### config.mk
export PLATFORM = sky130hd
export DESIGN_NAME = haar_cascade_sequencer
export DESIGN_NICKNAME = d
export VERILOG_FILES = /design/src/rtl/haar_cascade_sequencer.sv
export SDC_FILE = /design/constraint.sdc
export NUM_CORES = 1
export LEC_CHECK = 0
export CORE_MARGIN = 8
export CORE_UTILIZATION = 40
export DETAILED_ROUTE_END_ITERATION = 10
export GPL_TIMING_DRIVEN = 0
export MAX_ROUTING_LAYER = met4
export PLACE_DENSITY = 0.82
export SYNTH_ARGS = -nofsm -noshare
export SYNTH_HDL_FRONTEND = slang
export SYNTH_SLANG_ARGS = --single-unit
### constraint.sdc
create_clock -name clk -period 5.2 [get_ports clk]
set_clock_uncertainty 0.2 [all_clocks]
set_input_delay 0.52 -clock clk [delete_from_list [all_inputs] [get_ports clk]]
set_output_delay 0.52 -clock clk [all_outputs]
set_load 0.02 [all_outputs]
### src/rtl/haar_cascade_sequencer.sv
// Haar cascade sequencer: walks the stage table for one detection window.
// Each stage descriptor is fetched from stage RAM, the weak-classifier
// evaluator is launched, and its verdict either advances to the next stage
// or terminates the window early. One decision is issued per accepted start.
module haar_cascade_sequencer #(
    parameter int NUM_STAGES = 25,
    parameter int ADDR_W     = 16,
    parameter int ROM_LAT    = 1
) (
    input  logic              clk,
    input  logic              reset,
    input  logic              win_start,
    input  logic              abort,
    output logic              busy,
    output logic [ADDR_W-1:0] stage_addr,
    input  logic [31:0]       stage_data,
    output logic              ev_start,
    output logic [ADDR_W-1:0] ev_start_addr,
    output logic [15:0]       ev_num_weak,
    input  logic              ev_done,
    input  logic              ev_pass,
    output logic              decision_valid,
    output logic              haar_decision,
    output logic [7:0]        stages_passed
);

    typedef enum logic [2:0] {
        S_IDLE,
        S_FETCH,
        S_LAUNCH,
        S_WAIT,
        S_REPORT
    } state_t;

    localparam logic [1:0] LAT_LAST   = 2'(ROM_LAT - 1);
    localparam logic [7:0] LAST_STAGE = 8'(NUM_STAGES - 1);

    state_t              state_reg, state_next;
    logic [7:0]          idx_reg;
    logic [1:0]          lat_cnt_reg;
    logic [ADDR_W-1:0]   ev_addr_reg;
    logic [15:0]         ev_num_reg;
    logic                haar_reg;
    logic [7:0]          passed_reg;

    // Action strobes decoded by the FSM and consumed by the datapath
    logic                do_latch;
    logic                stage_pass;
    logic                stage_fail;
    logic                is_last;
    logic                aborting;

    assign is_last  = (idx_reg == LAST_STAGE);
    assign aborting = abort && (state_reg != S_IDLE);

    // State register
    always_ff @(posedge clk) begin
        if (reset) begin
            state_reg <= S_IDLE;
        end else begin
            state_reg <= state_next;
        end
    end

    // Next-state and per-cycle control decode; abort overrides everything else
    always_comb begin
        state_next = state_reg;
        ev_start   = 1'b0;
        do_latch   = 1'b0;
        stage_pass = 1'b0;
        stage_fail = 1'b0;
        case (state_reg)
            S_IDLE: begin
                if (win_start) begin
                    state_next = S_FETCH;
                end
            end
            S_FETCH: begin
                if (lat_cnt_reg == LAT_LAST) begin
                    do_latch   = 1'b1;
                    state_next = S_LAUNCH;
                end
            end
            S_LAUNCH: begin
                // A stage with no weak classifiers passes without the evaluator
                if (ev_num_reg != 16'd0) begin
                    ev_start   = 1'b1;
                    state_next = S_WAIT;
                end else begin
                    stage_pass = 1'b1;
                end
            end
            S_WAIT: begin
                if (ev_done) begin
                    if (ev_pass) begin
                        stage_pass = 1'b1;
                    end else begin
                        stage_fail = 1'b1;
                    end
                end
            end
            S_REPORT: begin
                state_next = S_IDLE;
            end
            default: begin
                state_next = S_IDLE;
            end
        endcase

        if (stage_pass) begin
            state_next = is_last ? S_REPORT : S_FETCH;
        end
        if (stage_fail) begin
            state_next = S_REPORT;
        end

        // An abandoned window must not launch the evaluator or score a stage
        if (aborting) begin
            state_next = S_IDLE;
            ev_start   = 1'b0;
            do_latch   = 1'b0;
            stage_pass = 1'b0;
            stage_fail = 1'b0;
        end
    end

    // Datapath: stage index, RAM latency counter, descriptor latch, verdict
    always_ff @(posedge clk) begin
        if (reset) begin
            idx_reg     <= 8'd0;
            lat_cnt_reg <= 2'd0;
            ev_addr_reg <= '0;
            ev_num_reg  <= 16'd0;
            haar_reg    <= 1'b0;
            passed_reg  <= 8'd0;
        end else begin
            if ((state_reg == S_IDLE) && win_start) begin
                idx_reg    <= 8'd0;
                passed_reg <= 8'd0;
                haar_reg   <= 1'b0;
            end

            // Counter restarts on every FETCH entry so each stage waits ROM_LAT cycles
            if ((state_reg == S_FETCH) && (state_next == S_FETCH)) begin
                lat_cnt_reg <= lat_cnt_reg + 2'd1;
            end else begin
                lat_cnt_reg <= 2'd0;
            end

            if (do_latch) begin
                ev_num_reg  <= stage_data[31:16];
                ev_addr_reg <= ADDR_W'(stage_data[15:0]);
            end

            if (stage_pass) begin
                if (passed_reg != 8'hFF) begin
                    passed_reg <= passed_reg + 8'd1;
                end
                if (is_last) begin
                    haar_reg <= 1'b1;
                end else begin
                    idx_reg <= idx_reg + 8'd1;
                end
            end

            if (stage_fail || aborting) begin
                haar_reg <= 1'b0;
            end
        end
    end

    assign busy           = (state_reg != S_IDLE);
    assign decision_valid = (state_reg == S_REPORT);
    assign stage_addr     = ADDR_W'(idx_reg);
    assign ev_start_addr  = ev_addr_reg;
    assign ev_num_weak    = ev_num_reg;
    assign haar_decision  = haar_reg;
    assign stages_passed  = passed_reg;

endmodule

==> flow_metrics.py, run 1 <==
metrics = {
    "die": {
        "coreArea_um2": 5890,
        "std_cell_rows": 28,
        "die_w_um": 94.0,
        "start_util_pct": 41.3,
        "die_height_um": 94.0,
        "io-pin-count": 98,
        "die-area_um2": 8830,
    },
    "worst_setup_path": {
        "crit_fanout": 7,
        "cp_cell_sequence": "clkdlybuf4s50_1 -> nor4_1 -> clkdlybuf4s50_1",
        "cpMostUsedCell": "clkdlybuf4s50_1",
        "crit_buf_inv": 2,
        "start_kind": "input port",
        "worstRegToRegCells": 5,
        "worstPathArrival_ns": 2.13,
        "cp_top_family": "buffers and inverters",
        "cp-end-kind": "primary output",
        "critPathKind": "in -> out",
        "slowest_stage": "clkdlybuf4s50_1",
        "slowest_delay_ns": 0.68,
        "crit_required_ns": 4.48,
        "cp_num_cells": 3,
    },
    "pwr": {
        "switching_share_pct": 28.6,
        "p_leak_nw": 1.27,
        "p_comb_share_pct": 22.8,
        "power_density_nw_per_um2": 266,
        "p_clk_share_pct": 29.8,
        "netSwitchingPower_mw": 0.271,
        "vdd_drop_max_uv": 174,
        "seqPwrFrac_pct": 47.4,
        "intPower_mw": 0.676,
    },
    "yosys": {
        "synth_seq_area_share_pct": 44.5,
        "yosys_warnings": 0,
        "ys_async_sr_fraction_pct": 0,
        "syn_avg_cell_area_um2": 8.13,
        "synth_edf_count": 0,
        "yosysUniqueCellTypes": 52,
        "synth_area_um2": 2430,
        "ys_ff_latch": 54,
        "syn-instance-count": 299,
        "ys.flop_type": "dfxtp_1",
    },
    "detailed_routing": {
        "wl_per_cell_um": 14.1,
        "via_per_inst": 5.00,
        "drt_iter0_markers": 131,
        "drt_first_pass_iters": 4,
        "route.detailed.drc": 0,
        "ant_nets": 0,
        "via_count": 2390,
        "routed_wl_um": 6740,
    },
    "clock_tree": {
        "cts_tree": "built",
        "clock_latency_ns": 0.31,
        "post-cts-setup-buffer-count": 0,
        "cts_buffers": 5,
        "cts_hold_buf": 0,
        "cts_root_buffer": "clkbuf_8",
        "cts.repair.resized": 0,
        "cts_sinks": 54,
        "htree_levels": 2,
        "clk_pin_slew_ns": 0.09,
        "cts_buffer_depth": 2,
    },
    "placement": {
        "portBuffers": 89,
        "gp_congestion": 0.835,
        "hpwl_um": 5220,
        "place_ws_ns": 2.28,
    },
    "worst_hold_path": {
        "min_path_cells": 1,
        "min_path_type": "reg -> reg",
    },
    "timing": {
        "slew_violations": 0,
        "post-route-period-util_pct": 54.9,
        "hold_viol_final": 0,
        "setup_viol": 0,
        "hold_ws_ns": 0.236,
        "worst_pin_slew_ns": 0.716,
        "post-route-min-period_ns": 2.85,
        "final.setup.worst_slack_ns": 2.35,
        "fmax_ghz": 0.350,
        "fin_tns_setup_ns": 0,
        "rsz0062_at_grt": "false",
        "max-slew-margin-rel_pct": 52.0,
    },
    "status": {
        "status": "finished clean",
    },
    "finish": {
        "diodes": 0,
        "nets": 444,
        "area_growth_pct": 46.2,
        "drive_above_1_share_pct": 7.94,
        "num-fill-cells": 534,
    },
    "grt": {
        "grt.total_usage_pct": 15.6,
        "grt_max_degree": 18,
        "grt_pass1_wl_um": 11000,
        "grt_pass1_vias": 2344,
        "antenna_found_initial": 0,
        "grt_overflow": 0,
    },
    "flow_run": {
        "cap_viol_max_count": 0,
    },
}
per-stage QoR:
step	total power [mW]	utilization, %	area, um^2	instances
2_1_floorplan	0.578	-	2460	306
3_3_place_gp	0.671	58.5	3440	470
3_5_place_dp	0.674	58.5	3440	470
4_1_cts	0.957	60.4	3550	478
5_1_grt	0.994	60.4	3550	478
6_report	0.946	60.4	3550	478
routing by layer:
metal	track usage, %	part of all wire, %	vias to the layer above
li1	-	-	1229
met1	18.0	43	1073
met2	24.4	46	82
met3	6.55	11	6
met4	3.96	0.65	0
met5	-	0	-
worst reg2reg max path, stage by stage, from the launching register on:
cell      delay, ns
dfxtp_1        0.33
nor4_1         0.48
nand4_1        0.38
a211oi_1       0.69
a22oi_1        0.14
mux2i_1        0.18
cell usage in the layout (no fill, tap or decap), drive strengths merged, types with 3 or more instances in the layout:
| cell | instances |
|---|---|
| o21ai | 9 |
| nor2 | 7 |
| nor3 | 6 |
| a21oi | 36 |
| buf | 15 |
| nand2 | 75 |
| o211ai | 6 |
| inv | 10 |
| nor4 | 8 |
| or3 | 3 |
| clkbuf | 11 |
| nand2b | 3 |
| nand3 | 15 |
| clkdlybuf4s50 | 89 |
| xnor2 | 3 |
| dfxtp | 54 |
| conb | 8 |
| ha | 4 |
synth_stat cells (all sizes together), types with 2 or more instances:
master  instances  area (um^2)
mux2i           2         20.0
inv             9         33.8
nor2            7         26.3
ha              4         50.1
and3            2         12.5
nor4            8         50.1
buf            15          114
dfxtp          54         1080
nor3            6         30.0
o31ai           2         15.0
nand3          15         75.1
or4             2         18.8
and2            2         12.5
a22o            2         17.5
nand4           2         12.5
nand2          75          282
clkbuf          6         22.5
o211ai          6         45.0
or2             2         12.5
nor4b           2         17.5
o21ai           9         45.0
xnor2           3         26.3
nand2b          3         26.3
a21oi          36          180
a21boi          2         15.0
or3             3         25.0
power by group through the flow:
stage | sequential (mW) | clock [mW] | combinational, mW
3_5_place_dp | 0.458 | 0 | 0.216
6_report | 0.448 | 0.282 | 0.216
5_1_grt | 0.451 | 0.305 | 0.237
2_1_floorplan | 0.476 | 0 | 0.103
3_3_place_gp | 0.457 | 0 | 0.214
4_1_cts | 0.448 | 0.291 | 0.217
cells by family (layout without fill, tap and decap cells):
| group | after synthesis | after routing | synth area share [%] |
|---|---|---|---|
| AND/OR/NAND/NOR | 136 | 136 | 27.1 |
| AO/OA/AOI/OAI | 67 | 67 | 16.5 |
| flip-flops | 54 | 54 | 44.5 |
| buffers and inverters | 30 | 127 | 7.00 |
| adder cells (fa/ha/maj) | 4 | 4 | 2.06 |
| XOR/XNOR | 4 | 4 | 1.44 |
| multiplexers | 3 | 3 | 1.29 |
| other | 1 | 8 | 0.154 |
area by class of cell:
class	instances	area [um^2]	area share, %
plain buffers	21	136	3.84
clock buffers	5	68.8	1.94
clock inverters	3	43.8	1.23
inverters	9	33.8	0.950
multi-input cells	222	1210	33.9
flip-flops and latches	54	1080	30.4
well taps	75	93.8	2.64
repair buffers	89	891	25.1
path summary, 6_finish.rpt:
check	from	endpoint	slack, ns
worst max-delay path	abort	ev_start	2.35
worst min register to register	lat_cnt_reg[0]$_SDFF_PP0_	lat_cnt_reg[0]$_SDFF_PP0_	0.24
worst max register to register	ev_num_weak[10]$_SDFFE_PP0P_	idx_reg[2]$_SDFF_PP0_	2.73
worst min-delay path	lat_cnt_reg[0]$_SDFF_PP0_	lat_cnt_reg[0]$_SDFF_PP0_	0.24
No activity file was read; power rests on OpenSTA's default activity.
==> run 2: changes to the inputs <==
- CORE_UTILIZATION: 40 -> 39
- PLACE_DENSITY: 0.82 -> 0.83
- clock period: 5.2 -> 2.5 ns (I/O delays scaled with it)
==> run 2 against run 1 <==
Compared with the run above: global-route usage barely moved; cell area decreased by 0.11%; hold slack better by 0.0079 ns; register-to-register slack worse by 2.6 ns; routed wire length is 1.9% higher; die area up 2.1%; via count increased by 2.1%; critical path type is now reg -> reg; critical endpoint is now idx_reg[2]$_SDFF_PP0_.
==> flow_metrics.py, run 2 (same netlist as run 1, synthesis figures left out) <==
metrics = {
    "timing": {
        "rsz0062_at_grt": "false",
        "max-slew-margin-rel_pct": 53.1,
        "fmax_ghz": 0.431,
        "worst_pin_slew_ns": 0.699,
        "post-route-period-util_pct": 92.9,
        "hold_viol_final": 0,
        "setup_viol": 0,
        "hold_ws_ns": 0.244,
        "slew_violations": 0,
        "post-route-min-period_ns": 2.32,
        "fin_tns_setup_ns": 0,
    },
    "finish": {
        "multiInputGateArea_um2": 1230,
        "nets": 444,
        "area_growth_pct": 46.1,
        "fin_util_pct": 59.3,
        "diodes": 0,
        "num-fill-cells": 538,
        "regArea_um2": 1080,
        "layout_commonest_cell": "clkdlybuf4s50_1",
        "stdcell_count": 478,
        "drive_above_1_share_pct": 8.68,
        "final_cell_mix": "clkdlybuf4s50_1 (88), nand2_1 (75), dfxtp_1 (54)",
    },
    "die": {
        "std_cell_rows": 28,
        "coreArea_um2": 5990,
        "io-pin-count": 98,
        "start_util_pct": 40.6,
        "die_height_um": 95.0,
        "die_w_um": 95.0,
        "die-area_um2": 9020,
    },
    "clock_tree": {
        "clock_latency_ns": 0.31,
        "cts_tree": "built",
        "cts_buffer_depth": 2,
        "cts_root_buffer": "clkbuf_8",
        "cts_sinks": 54,
        "cts_buffers": 5,
        "htree_levels": 2,
        "clk_pin_slew_ns": 0.10,
        "post-cts-setup-buffer-count": 0,
    },
    "status": {
        "status": "finished clean",
    },
    "pwr": {
        "power_density_nw_per_um2": 528,
        "p_leak_nw": 1.28,
        "vdd_drop_max_uv": 348,
    },
    "placement": {
        "place_inst": 470,
        "portBuffers": 89,
        "hpwl_um": 5350,
        "gp_congestion": 0.898,
    },
    "worst_setup_path": {
        "reg2reg_slack_ns": 0.18,
        "setup.worst_path.end": "idx_reg[2]$_SDFF_PP0_",
        "startpoint": "state_reg[1]$_SDFF_PP0_",
        "crit_fanout": 7,
        "critPathKind": "reg -> reg",
        "worstRegToRegCells": 5,
        "crit_required_ns": 2.53,
        "start_kind": "flop",
        "timing.rr.end": "idx_reg[2]$_SDFF_PP0_",
        "worstPathArrival_ns": 2.36,
        "cp-end-kind": "flop",
        "r2r-start": "state_reg[1]$_SDFF_PP0_",
    },
    "grt": {
        "antenna_found_initial": 0,
        "grt.total_usage_pct": 15.6,
        "grt_overflow": 0,
        "grt_pass1_vias": 2379,
        "grt_max_degree": 17,
        "grt_pass1_wl_um": 11000,
    },
    "detailed_routing": {
        "via_count": 2439,
        "ant_nets": 0,
        "wl_per_cell_um": 14.4,
        "drt_iter0_markers": 97,
        "via_per_inst": 5.10,
        "drt_first_pass_iters": 4,
        "route.detailed.drc": 0,
        "routed_wl_um": 6860,
    },
    "worst_hold_path": {
        "min_path_type": "reg -> reg",
    },
    "flow_run": {
        "cap_viol_max_count": 0,
    },
}
==> run 2: changes by cell type in the layout (fill, tap and decap cells not counted), sizes merged <==
cell,delta
bufinv,-1
clkbuf,+1
clkdlybuf4s50,-1
clkinv,+1
dlymetal6s2s,+1
inv,-1
==> run 2: where the power goes <==
part / internal, mW / total, mW / switching [mW] / leakage (nW)
clock: 0.198 / 0.483 / 0.285 / 0.0452
combinational: 0.210 / 0.456 / 0.246 / 0.795
sequential: 0.900 / 0.935 / 0.0350 / 0.437
total: 1.31 / 1.87 / 0.566 / 1.28
==> run 2: cell type report <==
cell class	count	share of cell area (%)
Multi-Input combinational cell	222	34.5
Sequential cell	54	30.4
Timing Repair Buffer	89	25.2
Buffer	21	3.84
Tap cell	75	2.64
Clock buffer	6	2.04
Inverter	9	0.951
Clock inverter	2	0.388
==> run 2: worst min-delay path by stage <==
| stage | from | end | depth (start not counted) |
|---|---|---|---|
| floorplan | abort | state_reg[2]$_SDFF_PP0_ | 1 |
| global placement | lat_cnt_reg[0]$_SDFF_PP0_ | lat_cnt_reg[0]$_SDFF_PP0_ | 1 |
| detailed placement | lat_cnt_reg[0]$_SDFF_PP0_ | lat_cnt_reg[0]$_SDFF_PP0_ | 1 |
| CTS | lat_cnt_reg[0]$_SDFF_PP0_ | lat_cnt_reg[0]$_SDFF_PP0_ | 1 |
| global route | lat_cnt_reg[0]$_SDFF_PP0_ | lat_cnt_reg[0]$_SDFF_PP0_ | 1 |
| finish | lat_cnt_reg[0]$_SDFF_PP0_ | lat_cnt_reg[0]$_SDFF_PP0_ | 1 |
==> run 2: worst max-delay path: stages, from the launching register on <==
cell      delay (ns)
dfxtp_1         0.50
nand2b_4        0.12
or4_4           0.50
a211oi_1        0.62
a22oi_1         0.14
mux2i_1         0.17
==> run 2: per-layer routing <==
layer	share of wire, %	global-route usage, %	vias up	wire [um]
met2	46	24.6	85	3160
met1	41	16.9	1118	2840
li1	-	-	1234	-
met5	0	-	-	0
met4	0.42	4.29	0	29
met3	12	7.94	2	830
==> run 2: timing repair <==
item	in CTS	in global routing
resized for setup	3	2
setup endpoints to repair	1	1
hold buffers	0	0
==> run 2: stage by stage <==
| step | worst slack [ns] | power (mW) | cell area (um^2) |
|---|---|---|---|
| detailed placement | -0.0865 | 1.40 | 3440 |
| CTS | 0.0130 | 1.89 | 3550 |
| floorplan | 0.405 | 1.20 | 2460 |
| finish | 0.178 | 1.87 | 3550 |
| global placement | -0.0893 | 1.40 | 3440 |
| global route | 0.0595 | 1.96 | 3550 |
==> run 3: changes to the inputs <==
- GPL_ROUTABILITY_DRIVEN: default -> 0
- SLEW_MARGIN: default -> 20
==> results of run 3 <==
Same layout as run 2: the final DEF is identical, and so are final timing and power.
